<file path="src/rtl/wave_fetch_ctrl.sv">
// Sector-based wave loader: fetches 512-byte sectors and writes the first `width` bytes into the sample buffer.
// Optional WAVE_FETCH_CHECKSUM_EN adds checksum_out, the 16-bit sum of all bytes written for the current load.
module wave_fetch_ctrl #(
  parameter int unsigned WW_WIDTH = 18,
  parameter int unsigned WS_WIDTH = 30
) (
  input  logic                clk_in,
  input  logic                rst_in,
  input  logic                update_trig_in,
  input  logic [WS_WIDTH-1:0] wave_start_in,
  input  logic [WW_WIDTH-1:0] wave_width_in,
  output logic                rd_req_valid_out,
  input  logic                rd_req_ready_in,
  output logic [WS_WIDTH-10:0] rd_req_addr_out,
  input  logic                rd_data_valid_in,
  input  logic [7:0]          rd_data_in,
  output logic                buf_we_out,
  output logic [WW_WIDTH-1:0] buf_addr_out,
  output logic [7:0]          buf_data_out,
  output logic                busy_out,
  output logic                done_out
`ifdef WAVE_FETCH_CHECKSUM_EN
  ,
  output logic [15:0]         checksum_out
`endif
);

  localparam int unsigned SA_W  = WS_WIDTH - 9;
  localparam int unsigned CMP_W = ((WS_WIDTH > WW_WIDTH) ? WS_WIDTH : WW_WIDTH) + 1;

  typedef enum logic [1:0] {IDLE, REQ, RECV, DONE} state_t;

  state_t              r_state, w_state_nxt;
  logic [SA_W-1:0]     r_base, w_base_nxt;
  logic [WW_WIDTH-1:0] r_width, w_width_nxt;
  logic [SA_W-1:0]     r_sector, w_sector_nxt;
  logic [8:0]          r_byte, w_byte_nxt;
  logic                r_pend, w_pend_nxt;
  logic                w_we_nxt;
  logic [WW_WIDTH-1:0] w_waddr_nxt;
  logic [7:0]          w_wdata_nxt;

  logic                r_req_valid;
  logic [SA_W-1:0]     r_req_addr;
  logic                r_buf_we;
  logic [WW_WIDTH-1:0] r_buf_addr;
  logic [7:0]          r_buf_data;
  logic                r_busy;
  logic                r_done;

  logic [WS_WIDTH-1:0] w_offset;
  logic                w_in_window;
  logic                w_more;
  logic                w_pend_eff;
  logic                w_unused_lsb;

  // Stream offset of the current byte within the whole load
  assign w_offset     = {r_sector, r_byte};
  assign w_in_window  = CMP_W'(w_offset) < CMP_W'(r_width);
  assign w_more       = (CMP_W'(w_offset) + CMP_W'(1)) < CMP_W'(r_width);
  assign w_pend_eff   = r_pend | update_trig_in;
  assign w_unused_lsb = ^wave_start_in[8:0];

  always_comb begin
    w_state_nxt  = r_state;
    w_base_nxt   = r_base;
    w_width_nxt  = r_width;
    w_sector_nxt = r_sector;
    w_byte_nxt   = r_byte;
    w_pend_nxt   = r_pend;
    w_we_nxt     = 1'b0;
    w_waddr_nxt  = r_buf_addr;
    w_wdata_nxt  = r_buf_data;

    // Any trigger relatches the load parameters, whatever the state
    if (update_trig_in) begin
      w_base_nxt  = wave_start_in[WS_WIDTH-1:9];
      w_width_nxt = wave_width_in;
    end

    case (r_state)
      IDLE, DONE: begin
        w_state_nxt = IDLE;
        if (update_trig_in) begin
          w_sector_nxt = '0;
          w_byte_nxt   = '0;
          w_pend_nxt   = 1'b0;
          w_state_nxt  = (wave_width_in == '0) ? DONE : REQ;
        end
      end
      REQ: begin
        if (rd_req_ready_in) begin
          // The sector is already granted; a coincident trigger must drain it first
          w_state_nxt = RECV;
          w_byte_nxt  = '0;
          w_pend_nxt  = update_trig_in;
        end else if (update_trig_in) begin
          w_sector_nxt = '0;
          if (wave_width_in == '0) w_state_nxt = DONE;
        end
      end
      RECV: begin
        w_pend_nxt = w_pend_eff;
        if (rd_data_valid_in) begin
          w_byte_nxt = r_byte + 9'd1;
          if (!w_pend_eff && w_in_window) begin
            w_we_nxt    = 1'b1;
            w_waddr_nxt = WW_WIDTH'(w_offset);
            w_wdata_nxt = rd_data_in;
          end
          if (r_byte == 9'd511) begin
            if (w_pend_eff) begin
              w_pend_nxt   = 1'b0;
              w_sector_nxt = '0;
              w_state_nxt  = (w_width_nxt == '0) ? DONE : REQ;
            end else if (w_more) begin
              w_sector_nxt = r_sector + SA_W'(1);
              w_state_nxt  = REQ;
            end else begin
              w_state_nxt = DONE;
            end
          end
        end
      end
      default: w_state_nxt = IDLE;
    endcase
  end

  always_ff @(posedge clk_in or posedge rst_in) begin
    if (rst_in) begin
      r_state     <= IDLE;
      r_base      <= '0;
      r_width     <= '0;
      r_sector    <= '0;
      r_byte      <= '0;
      r_pend      <= 1'b0;
      r_req_valid <= 1'b0;
      r_req_addr  <= '0;
      r_buf_we    <= 1'b0;
      r_buf_addr  <= '0;
      r_buf_data  <= '0;
      r_busy      <= 1'b0;
      r_done      <= 1'b0;
    end else begin
      r_state     <= w_state_nxt;
      r_base      <= w_base_nxt;
      r_width     <= w_width_nxt;
      r_sector    <= w_sector_nxt;
      r_byte      <= w_byte_nxt;
      r_pend      <= w_pend_nxt;
      r_req_valid <= (w_state_nxt == REQ);
      r_req_addr  <= w_base_nxt + w_sector_nxt;
      r_buf_we    <= w_we_nxt;
      r_buf_addr  <= w_waddr_nxt;
      r_buf_data  <= w_wdata_nxt;
      r_busy      <= (w_state_nxt == REQ) || (w_state_nxt == RECV);
      r_done      <= (w_state_nxt == DONE);
    end
  end

  assign rd_req_valid_out = r_req_valid;
  assign rd_req_addr_out  = r_req_addr;
  assign buf_we_out       = r_buf_we;
  assign buf_addr_out     = r_buf_addr;
  assign buf_data_out     = r_buf_data;
  assign busy_out         = r_busy;
  assign done_out         = r_done;

`ifdef WAVE_FETCH_CHECKSUM_EN
  logic [15:0] r_csum;

  // Cleared by every trigger; accumulates exactly the bytes sent to the buffer
  always_ff @(posedge clk_in or posedge rst_in) begin
    if (rst_in) begin
      r_csum <= '0;
    end else if (update_trig_in) begin
      r_csum <= '0;
    end else if (w_we_nxt) begin
      r_csum <= r_csum + 16'(rd_data_in);
    end
  end

  assign checksum_out = r_csum;
`endif

endmodule

</file>
<file path="config.mk">
export PLATFORM = sky130hd
export DESIGN_NAME = wave_fetch_ctrl
export DESIGN_NICKNAME = d
export VERILOG_FILES = /design/src/rtl/wave_fetch_ctrl.sv
export SDC_FILE = /design/constraint.sdc
export NUM_CORES = 1
export LEC_CHECK = 0
export BUFFER_PORTS_ARGS = -buffer_cell sky130_fd_sc_hd__clkbuf_2
export CAP_MARGIN = 25
export CORE_MARGIN = 10
export CORE_UTILIZATION = 50
export CTS_CLUSTER_DIAMETER = 30
export CTS_CLUSTER_SIZE = 12
export DETAILED_ROUTE_END_ITERATION = 6
export PLACE_DENSITY = 0.72
export RECOVER_POWER = 25
export SYNTH_ARGS = -nofsm -noshare
export SYNTH_HDL_FRONTEND = slang
export SYNTH_SLANG_ARGS = --single-unit
</file>
<file path="constraint.sdc">
create_clock -name clk_in -period 8.48 [get_ports clk_in]
set_clock_uncertainty 0.05 [all_clocks]
set_input_delay 1.272 -clock clk_in [delete_from_list [all_inputs] [get_ports clk_in]]
set_output_delay 1.272 -clock clk_in [all_outputs]
set_load 0.02 [all_outputs]
</file>
==> results.yml <==
place:
  gp_congestion: 0.8806
  portBuffers: 102
  dp_hpwl_mm: 13.47
logic_synthesis:
  synth_flop_cell: "dfrtp_1"
  yosys-top-cells-count: "dfrtp_1, ha_1, nand2_1, mux2_2, o21ai_0"
  synth_cells: 689
  synth-edff-count: 0
  ys_seq_area_frac: 0.4328
  synthMostInstantiatedCell: "dfrtp_1"
  synthesis.nets: 812
  synthDominantAreaCellType: "dfrtp_1"
  netlist_area_um2: 7112
  synth_top_cell_area_share: 0.4328
  syn_avg_cell_area_um2: 10.32
  async_reset_ff_frac: 1.000
  ys_warn_count: 0
  ys_top_cells_by_area: "dfrtp_1, ha_1, mux2_2"
  synth_cell_types: 69
  ys_seq_elements: 123
drt:
  drt-wirelength-per-cell_um: 18.19
  ant_nets: 0
  drt_iter0_drc: 509
  viasPerCell: 5.845
  dr.pass1.iters: 5
  vias: 5746
  drc_errors: 0
  routed_wl_mm: 17.88
cells_and_area:
  drive_gt1_frac: 0.2491
  multi_input_area_um2: 3795
  fill_cells: 1178
  seq_area_um2: 3078
  syn_to_final_growth_pct: 16.52
  antennaDiodeCount: 0
  nNetsFinal: 913
power:
  p_leak_nw: 4.051
  peakVddDrop_mv: 0.1458
  p_per_area_nw_per_um2: 208.4
clocking:
  cts.sinks: 123
  clock_path_buffers: 2
  cts_buffers: 17
  cts-root-buf: "clkbuf_16"
  cts-htree-levels: 4
  cts-resized-gates: 0
  postCtsSetupBuffers: 0
  holdBufCountCts: 0
  clock_latency_ns: 0.43
  path_clk_slew_ns: 0.05
  cts_tree: "yes"
worst_setup_path:
  timing_worst_setup_path_type: "in -> reg"
  critPathLaunchType: "input port"
  critPathArrivalTime_ns: 7.38
  worstReg2RegEnd: "rd_req_addr_out[20]"
  r2r-start: "r_byte[0]"
  r2r_cells: 26
  crit_fanout: 65
  r2r_slack_ns: 1.74
  cp-end-kind: "flip-flop"
  cp.required_ns: 8.77
sta:
  rsz0062_at_grt: "no"
  tightestPinTransition_ns: 2.857
  max_slew_margin: -0.9047
  hold_slack_ns: 0.4428
  timing.setup.tns_ns: 0
  fin_crit_sh: 0.8351
  min_period_ns: 7.082
  hold_viol_final: 0
  fmax_ghz: 0.1412
  finalMaxSlewViolations: 122
  setup_viol: 0
global_route:
  first_global_vias: 6018
  grt_pass1_wl_mm: 30.09
  grt_util_all_layers: 0.1885
  grt_max_degree: 70
  antenna_found_initial: 0
  overflow: 0
hold_path:
  min_path_cells: 1
  min-delay-start: "r_base[0]"
  hold_path_class: "reg -> reg"
  holdPathEnd: "r_base[0]"
die:
  num_io_pins: 112
  core_um2: 13930
  die_y_um: 139.3
  rows: 43
  die_w_um: 139.3
  initial_core_util: 0.5104
  die-area_um2: 19390
run:
  drv_cap: 2
outcome:
  status: "finished with violations"
  failed_checks: "max-capacitance violations, max-slew violations"
[worst max path at each step]
stage                         from                   to  slack [ns]
global placement         r_byte[0]  rd_req_addr_out[20]        2.01
detailed placement       r_byte[0]  rd_req_addr_out[20]        1.89
global route        update_trig_in  rd_req_addr_out[20]        1.01
finish              update_trig_in  rd_req_addr_out[20]        1.40
CTS                      r_byte[0]  rd_req_addr_out[20]        1.85
floorplan                r_byte[0]  rd_req_addr_out[20]        2.88
[worst max-delay path, stage by stage]
cell and delay, ns:
clkbuf_2 0.08, clkbuf_1 1.05, or2_2 0.83, a211oi_1 0.87, a21oi_1 0.06, or4_1 0.46
o21ai_1 0.17, ha_1 0.32, and2_1 0.18, a221o_1 0.36, a2111o_1 0.45, a21oi_2 0.15
o31ai_1 0.14, or4_1 0.46, a31o_1 0.25, a21oi_2 0.14, xor2_1 0.15
[sequential cells by signal (all words and copies together), names as in the netlist, 2 cells and up]
| signal | flops |
|---|---|
| buf_data_out | 8 |
| r_byte | 9 |
| buf_addr_out | 18 |
| r_width | 18 |
| rd_req_addr_out | 21 |
| r_base | 21 |
| r_sector | 21 |
| r_state | 2 |
[where the power goes]
| group | total (mW) | switching, mW | internal [mW] | leakage [nW] |
|---|---|---|---|---|
| clock | 0.651 | 0.259 | 0.392 | 0.257 |
| combinational | 0.396 | 0.254 | 0.142 | 2.23 |
| sequential | 0.680 | 0.0284 | 0.651 | 1.57 |
| total | 1.73 | 0.541 | 1.19 | 4.05 |
[cell type report]
cell class              instances  area share
multi-input cells             512      0.4579
well taps                     180     0.02718
clock inverters                11    0.008606
inverters                      31     0.01419
repair buffers                105     0.06387
clock buffers                  21     0.05677
flip-flops and latches        123      0.3714
[metrics by stage]
step                        util  power (mW)  cell area [um^2]  std cells  worst slack (ns)
after CTS                 0.5950       1.745              8292        983             1.853
after global routing      0.5947       1.814              8287        983             1.006
final                     0.5947       1.727              8287        983             1.398
after global placement    0.5562       1.063              7750        951             2.012
after floorplan                -      0.9550              7112        689             2.881
after detailed placement  0.5562       1.083              7750        951             1.894
[layout by cell type, fill, tap and decap left out, drive strengths merged, types with 9 or more instances in the layout]
cell type and count:
dfrtp 123, nor3 19, nand2 53, ha 61, mux2 48, a21oi 39, and2 15, inv 30
xnor2 30, a21o 9, nand4 13, and3 13, nand3 22, o21ai 42, clkbuf 124, nor2 34
nor4 14, xor2 9
[metal layers]
layer,global-route usage,up-vias,share of wire
met4,0.09171,0,0.029
met1,0.2377,2777,0.45
met3,0.04661,35,0.061
met5,0,-,0
li1,-,2708,-
met2,0.2956,226,0.46
[kinds of logic (layout without fill, tap and decap cells)]
logic type	count (synthesis)	count (layout)	share of synthesized area
compound gates	144	144	0.1318
simple gates	218	218	0.1663
flops	123	123	0.4328
fa+ha+maj	62	62	0.1101
xor+xnor	39	39	0.04803
buf+inv	54	168	0.03360
mux	49	49	0.07741
Power figures use the tool's default switching activity.
